<file path="src/rtl/arm_fetch.sv">
// ---------------------------------------------------------------------------
// arm_fetch
// Instruction fetch stage that sits directly in front of the decoder.
// It holds the fetch PC and issues word requests to instruction memory, one
// at a time. Returned words are buffered in a small prefetch FIFO and
// presented to the decoder. A redirect flushes the FIFO, and any response
// still in flight is discarded when it arrives.
//
// Ports:
//   clk          system clock, rising edge
//   rst          synchronous active-high reset
//   imem_req     fetch request valid
//   imem_addr    word-aligned fetch address (the current fetch PC)
//   imem_gnt     memory accepts the request this cycle
//   imem_rvalid  read data valid for the oldest accepted request
//   imem_rdata   returned instruction word
//   redirect     PC write from execute/decoder; flush and refetch
//   redirect_pc  new fetch address (low two bits ignored)
//   stall        decoder cannot consume the head word this cycle
//   instruction  FIFO head word (0 when empty)
//   instr_pc     address the head word was fetched from (0 when empty)
//   isactive     head entry valid
// ---------------------------------------------------------------------------
module arm_fetch #(
  parameter logic [31:0] RESET_PC   = 32'h0000_0000,
  parameter int unsigned FIFO_DEPTH = 2
) (
  input  logic        clk,
  input  logic        rst,
  output logic        imem_req,
  output logic [31:0] imem_addr,
  input  logic        imem_gnt,
  input  logic        imem_rvalid,
  input  logic [31:0] imem_rdata,
  input  logic        redirect,
  input  logic [31:0] redirect_pc,
  input  logic        stall,
  output logic [31:0] instruction,
  output logic [31:0] instr_pc,
  output logic        isactive
);

  localparam int ADDR_W = (FIFO_DEPTH > 1) ? $clog2(FIFO_DEPTH) : 1;
  localparam int CNT_W  = $clog2(FIFO_DEPTH + 1);
  localparam logic [CNT_W-1:0] DEPTH_C = CNT_W'(FIFO_DEPTH);

  // Bit 0 marks an outstanding request, bit 1 marks that its data is to be
  // discarded, so the state doubles as the outstanding/discard flags.
  localparam logic [1:0] IDLE_ISSUE = 2'b00;
  localparam logic [1:0] WAIT       = 2'b01;
  localparam logic [1:0] DRAIN      = 2'b11;

  logic [1:0]        state_q,    state_d;
  logic [31:0]       fetch_pc_q, fetch_pc_d;
  logic [31:0]       req_pc_q,   req_pc_d;
  logic [CNT_W-1:0]  count_q,    count_d;
  logic [ADDR_W-1:0] rd_ptr_q,   rd_ptr_d;
  logic [ADDR_W-1:0] wr_ptr_q,   wr_ptr_d;
  logic [31:0]       fifo_pc_q   [FIFO_DEPTH];
  logic [31:0]       fifo_word_q [FIFO_DEPTH];
  logic              push;
  logic              pop;

  // Requests go out only from IDLE_ISSUE, where nothing is outstanding. In
  // that state a free FIFO slot is the whole overflow condition, so every
  // response that comes back is guaranteed room.
  assign imem_req  = !rst && !redirect && (state_q == IDLE_ISSUE) && (count_q < DEPTH_C);
  assign imem_addr = fetch_pc_q;

  assign isactive    = (count_q != '0);
  assign instruction = isactive ? fifo_word_q[rd_ptr_q] : 32'h0;
  assign instr_pc    = isactive ? fifo_pc_q[rd_ptr_q]   : 32'h0;

  assign pop = isactive && !stall && !redirect;

  // Next-state logic. A redirect overrides every push, pop and grant in the
  // same cycle. An in-flight request that has not returned yet moves to
  // DRAIN, so its data is dropped when it finally arrives.
  always_comb begin
    state_d    = state_q;
    fetch_pc_d = fetch_pc_q;
    req_pc_d   = req_pc_q;
    count_d    = count_q;
    rd_ptr_d   = rd_ptr_q;
    wr_ptr_d   = wr_ptr_q;
    push       = 1'b0;
    if (redirect) begin
      fetch_pc_d = redirect_pc & 32'hFFFF_FFFC;
      count_d    = '0;
      rd_ptr_d   = '0;
      wr_ptr_d   = '0;
      if ((state_q != IDLE_ISSUE) && !imem_rvalid) begin
        state_d = DRAIN;
      end else begin
        state_d = IDLE_ISSUE;
      end
    end else begin
      case (state_q)
        IDLE_ISSUE: begin
          if (imem_req && imem_gnt) begin
            req_pc_d   = fetch_pc_q;
            fetch_pc_d = fetch_pc_q + 32'd4;
            state_d    = WAIT;
          end
        end
        WAIT: begin
          if (imem_rvalid) begin
            push    = 1'b1;
            state_d = IDLE_ISSUE;
          end
        end
        DRAIN: begin
          if (imem_rvalid) begin
            state_d = IDLE_ISSUE;
          end
        end
        default: state_d = IDLE_ISSUE;
      endcase
      if (push) begin
        wr_ptr_d = wr_ptr_q + ADDR_W'(1);
      end
      if (pop) begin
        rd_ptr_d = rd_ptr_q + ADDR_W'(1);
      end
      case ({push, pop})
        2'b10:   count_d = count_q + CNT_W'(1);
        2'b01:   count_d = count_q - CNT_W'(1);
        default: count_d = count_q;
      endcase
    end
  end

  // Control and pointer registers, with synchronous reset back to RESET_PC
  // and an empty, idle fetch stage.
  always_ff @(posedge clk) begin
    if (rst) begin
      state_q    <= IDLE_ISSUE;
      fetch_pc_q <= RESET_PC;
      req_pc_q   <= 32'h0;
      count_q    <= '0;
      rd_ptr_q   <= '0;
      wr_ptr_q   <= '0;
    end else begin
      state_q    <= state_d;
      fetch_pc_q <= fetch_pc_d;
      req_pc_q   <= req_pc_d;
      count_q    <= count_d;
      rd_ptr_q   <= rd_ptr_d;
      wr_ptr_q   <= wr_ptr_d;
    end
  end

  // FIFO storage. It needs no reset because the outputs are masked while
  // the count is zero.
  always_ff @(posedge clk) begin
    if (push && !rst) begin
      fifo_pc_q[wr_ptr_q]   <= req_pc_q;
      fifo_word_q[wr_ptr_q] <= imem_rdata;
    end
  end

endmodule
</file>
<file path="config.mk">
export PLATFORM = sky130hd
export DESIGN_NAME = arm_fetch
export DESIGN_NICKNAME = d
export VERILOG_FILES = /design/src/rtl/arm_fetch.sv
export SDC_FILE = /design/constraint.sdc
export NUM_CORES = 1
export LEC_CHECK = 0
export BUFFER_PORTS_ARGS = -buffer_cell sky130_fd_sc_hd__clkbuf_2
export CORE_AREA = 2 2 180 182
export CTS_CLUSTER_DIAMETER = 60
export DETAILED_ROUTE_END_ITERATION = 16
export DIE_AREA = 0 0 182 184
export HOLD_SLACK_MARGIN = 0.06
export PLACE_DENSITY = 0.45
export SKIP_LAST_GASP = 1
export SLEW_MARGIN = 10
export SYNTH_ARGS = -nofsm -noshare
export SYNTH_HDL_FRONTEND = slang
export SYNTH_SLANG_ARGS = --single-unit
</file>
<file path="constraint.sdc">
create_clock -name clk -period 13.5 [get_ports clk]
set_input_delay 2.7 -clock clk [delete_from_list [all_inputs] [get_ports clk]]
set_output_delay 2.7 -clock clk [all_outputs]
set_load 0.1 [all_outputs]
</file>
# Word-level counts from Yosys, hierarchy flattened
# Memory sizes are Yosys's and may differ from the RTL's. A register that Yosys moved wholly into a read port is not among the register bits.
# Cells that the tools add are included.
word_totals:
  ff_bits: 70
  mem_bits_rw: 128
  inputBits: 70
  out_inout_bits: 98
  mem_count: 2
mem_list:
  columns: ["name", "depth", "width", "read_ports", "rd_ports_with_merged_regs", "write_ports", "line", "text"]
  rows:
  - ["fifo_pc_q", 2, 32, 1, 1, 1, "59", "logic [31:0] fifo_pc_q [FIFO_DEPTH];"]
  - ["fifo_word_q", 2, 32, 1, 1, 1, "60", "logic [31:0] fifo_word_q [FIFO_DEPTH];"]
op_classes:
  add_sub_neg: 5
  n_lt_le_gt_ge: 1
  eq_ne: 6
  mux: 21
  bitwise_logic: 1
  n_reduce_logical: 24
ops:
  columns: ["op", "n"]
  rows:
  - ["$mux 32", 5]
  - ["$add 32x3->32 const B", 1]
  - ["$mux 1", 10]
  - ["$reduce_bool 2->1", 5]
  - ["$logic_and 1x1->1", 8]
  - ["$mux 2", 4]
  - ["$pmux 2 s2", 2]
  - ["$reduce_and 2->1", 3]
  - ["$eq 2x1->1 const B", 2]
  - ["$eq 2x2->1 const B", 2]
  - ["$logic_not 1->1", 4]
  - ["$reduce_or 2->1", 2]
  - ["$ne 3x1->1 const B", 1]
  - ["$ne 3x2->1 const B", 1]
  - ["$reduce_and 3->1", 1]
  - ["$add 1x1->1 const B", 2]
  - ["$add 2x1->2 const B", 1]
  - ["$logic_not 2->1", 1]
  - ["$lt 2x2->1 const B", 1]
  - ["$sub 2x1->2 const B", 1]
  - ["$not 1->1", 1]

# Longest topological paths before layout
depth:
  ltp_word: 8
  ltp_mapped: 8

# Worst setup path after synthesis
# Ideal clock, no wire load.
synth_path:
  path_type: "in2reg"
  from: "input port redirect"
  to: "memory fifo_pc_q[1][10], enable pin"
  setup_time_ps: 657
  t_arrival_ps: 9557
  path_slack_ps: 3286
  cell_stages: 3
  cell_sequence: "buf_2 -> clkbuf_1 -> nor4b_1"
synth_between:
  elab_chain_len: 4
synth_lines:
  columns: ["element", "line", "text"]
  rows:
  - ["start, declared", "35", "input logic redirect,"]
  - ["$mux 1", "87", "if (redirect) begin"]
  - ["$logic_and 1x1->1", "156", "if (push && !rst) begin"]
  - ["$mux 1", "156", null]
  - ["$mux 1 (implied by the code)", "157", "fifo_pc_q[wr_ptr_q] <= req_pc_q;"]
  - ["end, declared", "59", null]
# No other way between the ends.

# Worst setup path after layout
layout_path:
  from: "input port rst"
  to: "output port imem_req"
layout_between:
  elab_chain_len: 4
layout_lines:
  columns: ["element", "line", "text"]
  rows:
  - ["start, declared", "29", "input logic rst,"]
  - ["$logic_not 1->1", "67", "assign imem_req = !rst && !redirect && (state_q == IDLE_ISSUE) && (count_q < DEPTH_C);"]
  - ["$logic_and 1x1->1 (3 in series)", "67", null]
  - ["end, declared", "30", "output logic imem_req,"]
# No other way between the ends.

==> impl_metrics.tcl <==
set metrics [dict create \
    status "complete, no violations" \
    leakagePower_nw 3.38 \
    synth-xor-area-share 0.0179 \
    vias_per_cell 4.49 \
    ctsResizeCount 0 \
    worst_ep_arrival_time_ns 4.21 \
    ys_top_cells_by_count "edfxtp_1 (124), nand2_1 (90), nor2_1 (86), dfxtp_1 (67), mux2i_1 (63)" \
    syn_inst 672 \
    cap_violations 0 \
    cp_cell_sequence "clkbuf_2 -> buf_4 -> nor2_1 -> and2_1 -> clkbuf_2" \
    overflow 0 \
    fin_skew_ns 0.0147 \
    grt_pass1_wl_mm 32.5 \
    antenna_found_initial 2 \
    synth_area_sq_um 7830 \
    fillers 3278 \
    cts_buffer_depth 2 \
    io_pins 168 \
    yosysSeqAreaShare 0.647 \
    avgRoutedWirePerCell_um 17.3 \
    dp.final_hpwl_mm 13.4 \
    clock.fmax_ghz 0.145 \
    synth_top_area_frac 0.475 \
    area_growth_pct 23.2 \
    path_clk_slew_ns 0.08 \
    crit_path_end_kind "output pin" \
    cp.required_ns 10.80 \
    synth_simple_gate_area_frac 0.143 \
    final_layout_size_suffix_gt1_frac 0.260 \
    clock_sinks 191 \
    fin_setup_tns_ns 0 \
    fin_crit_ns 6.91 \
    h-tree-depth 4 \
    grt_pass1_vias 5451 \
    finalCritPeriodShare 0.512 \
    cts_root_buf "clkbuf_16" \
    synthAdderAreaFrac 0.00320 \
    nNetsFinal 889 \
    crit_fanout 70 \
    drtAntennaViolNets 0 \
    rsz0062_at_grt "no" \
    grt_max_degree 71 \
    start_kind "primary input" \
    port_buffers 161 \
    synth_cell_types 51 \
    synth_area_per_cell_sq_um 11.7 \
    slowest_stage "buf_4" \
    max_stage_delay_ns 0.65 \
    ys_top_cells_by_area "edfxtp_1 (48%), dfxtp_1 (17%), mux2i_1 (8.1%)" \
    fp.dieH_um 184 \
    path_buf_inv 3 \
    relSlewSlack 0.347 \
    row_count 65 \
    async_flop_share 0 \
    drtIter0Drc 257 \
    synth.area.mux_share 0.0820 \
    setup_viol 0 \
    n_antenna_cell 0 \
    cts_tree "done" \
    groute.usage.overall 0.129 \
    yosys_most_used_dff "edfxtp_1" \
    path_class "primary input to output pin" \
    vias 5530 \
    worst_pin_slew_ns 0.980 \
    synth_edf_count 124 \
    crit_family "buffers and inverters" \
    clock_latency_ns 0.43 \
    drt-total-wl_mm 21.3 \
    yosysMostFrequentCell "edfxtp_1" \
    ys_ff_latch 191 \
    die_x_um 182 \
    core_area_sq_um 31400 \
    power_density_nw_per_um2 132 \
    cts_made_buffers 17 \
    post_cts_buffers 0 \
    slew_violations 0 \
    hold_class "flip-flop to flip-flop" \
    crit_top_cell "clkbuf_2" \
    synth-compound-area-share 0.0772 \
    firstDrtPassIters 5 \
    start_util 0.249 \
    ir_worst_vdd_mv 0.0738 \
    die-area_sq_um 33500 \
    gp_congestion 0.688 \
    synth_warnings 0 \
    finalWorstSetupSlack_ns 6.59 \
    yosysTopAreaCell "edfxtp_1" \
    hold_violations 0 \
    drc 0 \
    post-place-ws_ns 6.56 \
    synth_top_family_by_area "simple AND/OR/NAND/NOR gates" \
    hold_buffers 0 \
]
-- per-stage QoR --
stage          hold slack, ns  utilization  instance area, sq um  cells  total power, mW
3_3_place_gp            0.433        0.288                  9040   1200            0.763
6_report                0.455        0.307                  9650   1232             1.27
3_5_place_dp            0.437        0.288                  9040   1200            0.763
2_1_floorplan           0.425            -                  7840    675            0.733
5_1_grt                 0.463        0.307                  9650   1232             1.32
4_1_cts                 0.455        0.307                  9650   1232             1.29
-- layer usage --
metal,track usage,vias to the layer above,part of all wire
met2,0.208,143,0.47
met3,0.0279,21,0.046
met1,0.172,2645,0.47
li1,-,2719,-
met5,0,-,0.00080
met4,0.0413,2,0.014
-- registers in the layout, summed over array words and instances (netlist names), named ones only --
signal and cells:
fifo_word_q 64, fifo_pc_q 60, imem_addr 30, req_pc_q 30, count_q 2, state_q 2
rd_ptr_q 1, wr_ptr_q 1
-- layout make-up --
class	instances	area, sq um	area share
flip-flops and latches	191	5070	0.525
multi-input cells	431	2570	0.266
repair buffers	170	873	0.0905
well taps	402	503	0.0521
clock buffers	18	439	0.0455
clock inverters	14	171	0.0178
inverters	6	22.5	0.00233
-- cells by family after synthesis --
logic type,after synthesis
AO/OA/AOI/OAI,101
XOR/XNOR,16
adder cells (fa/ha/maj),2
buffers and inverters,53
flip-flops,191
multiplexers,64
other,1
AND/OR/NAND/NOR,244
-- power by group --
group          total, mW  switching, mW  internal (mW)
Combinational      0.109         0.0864         0.0224
Clock              0.526          0.240          0.286
Sequential         0.640         0.0134          0.626
Total               1.27          0.339          0.935
-- path summary, 6_finish.rpt --
kind	from	end	slack, ns	cells past startpoint
worst max-delay path	rst	imem_req	6.59	5
worst min-delay path	req_pc_q[8]	fifo_pc_q[0][8]	0.46	0
worst max register to register	imem_addr[10]	imem_addr[17]	11.07	5
worst min register to register	req_pc_q[8]	fifo_pc_q[0][8]	0.46	0
-- cell usage in the layout (no fill, tap or decap), types with 3 or more instances in the layout --
cell type	count
a21oi_1	44
nand3_1	8
dfxtp_1	66
nand2_1	90
nor2_1	85
inv_8	5
o22ai_1	10
a2bb2oi_1	3
clkbuf_2	161
nand4_1	17
a31oi_1	17
xnor2_1	4
clkinv_4	4
and2_1	12
o211ai_1	3
mux2i_1	63
conb_1	4
o21ai_0	10
or3_1	3
inv_1	6
edfxtp_1	124
buf_4	9
xor2_1	12
clkbuf_16	17
nor3_1	10
(Power assumes the default switching activity.)
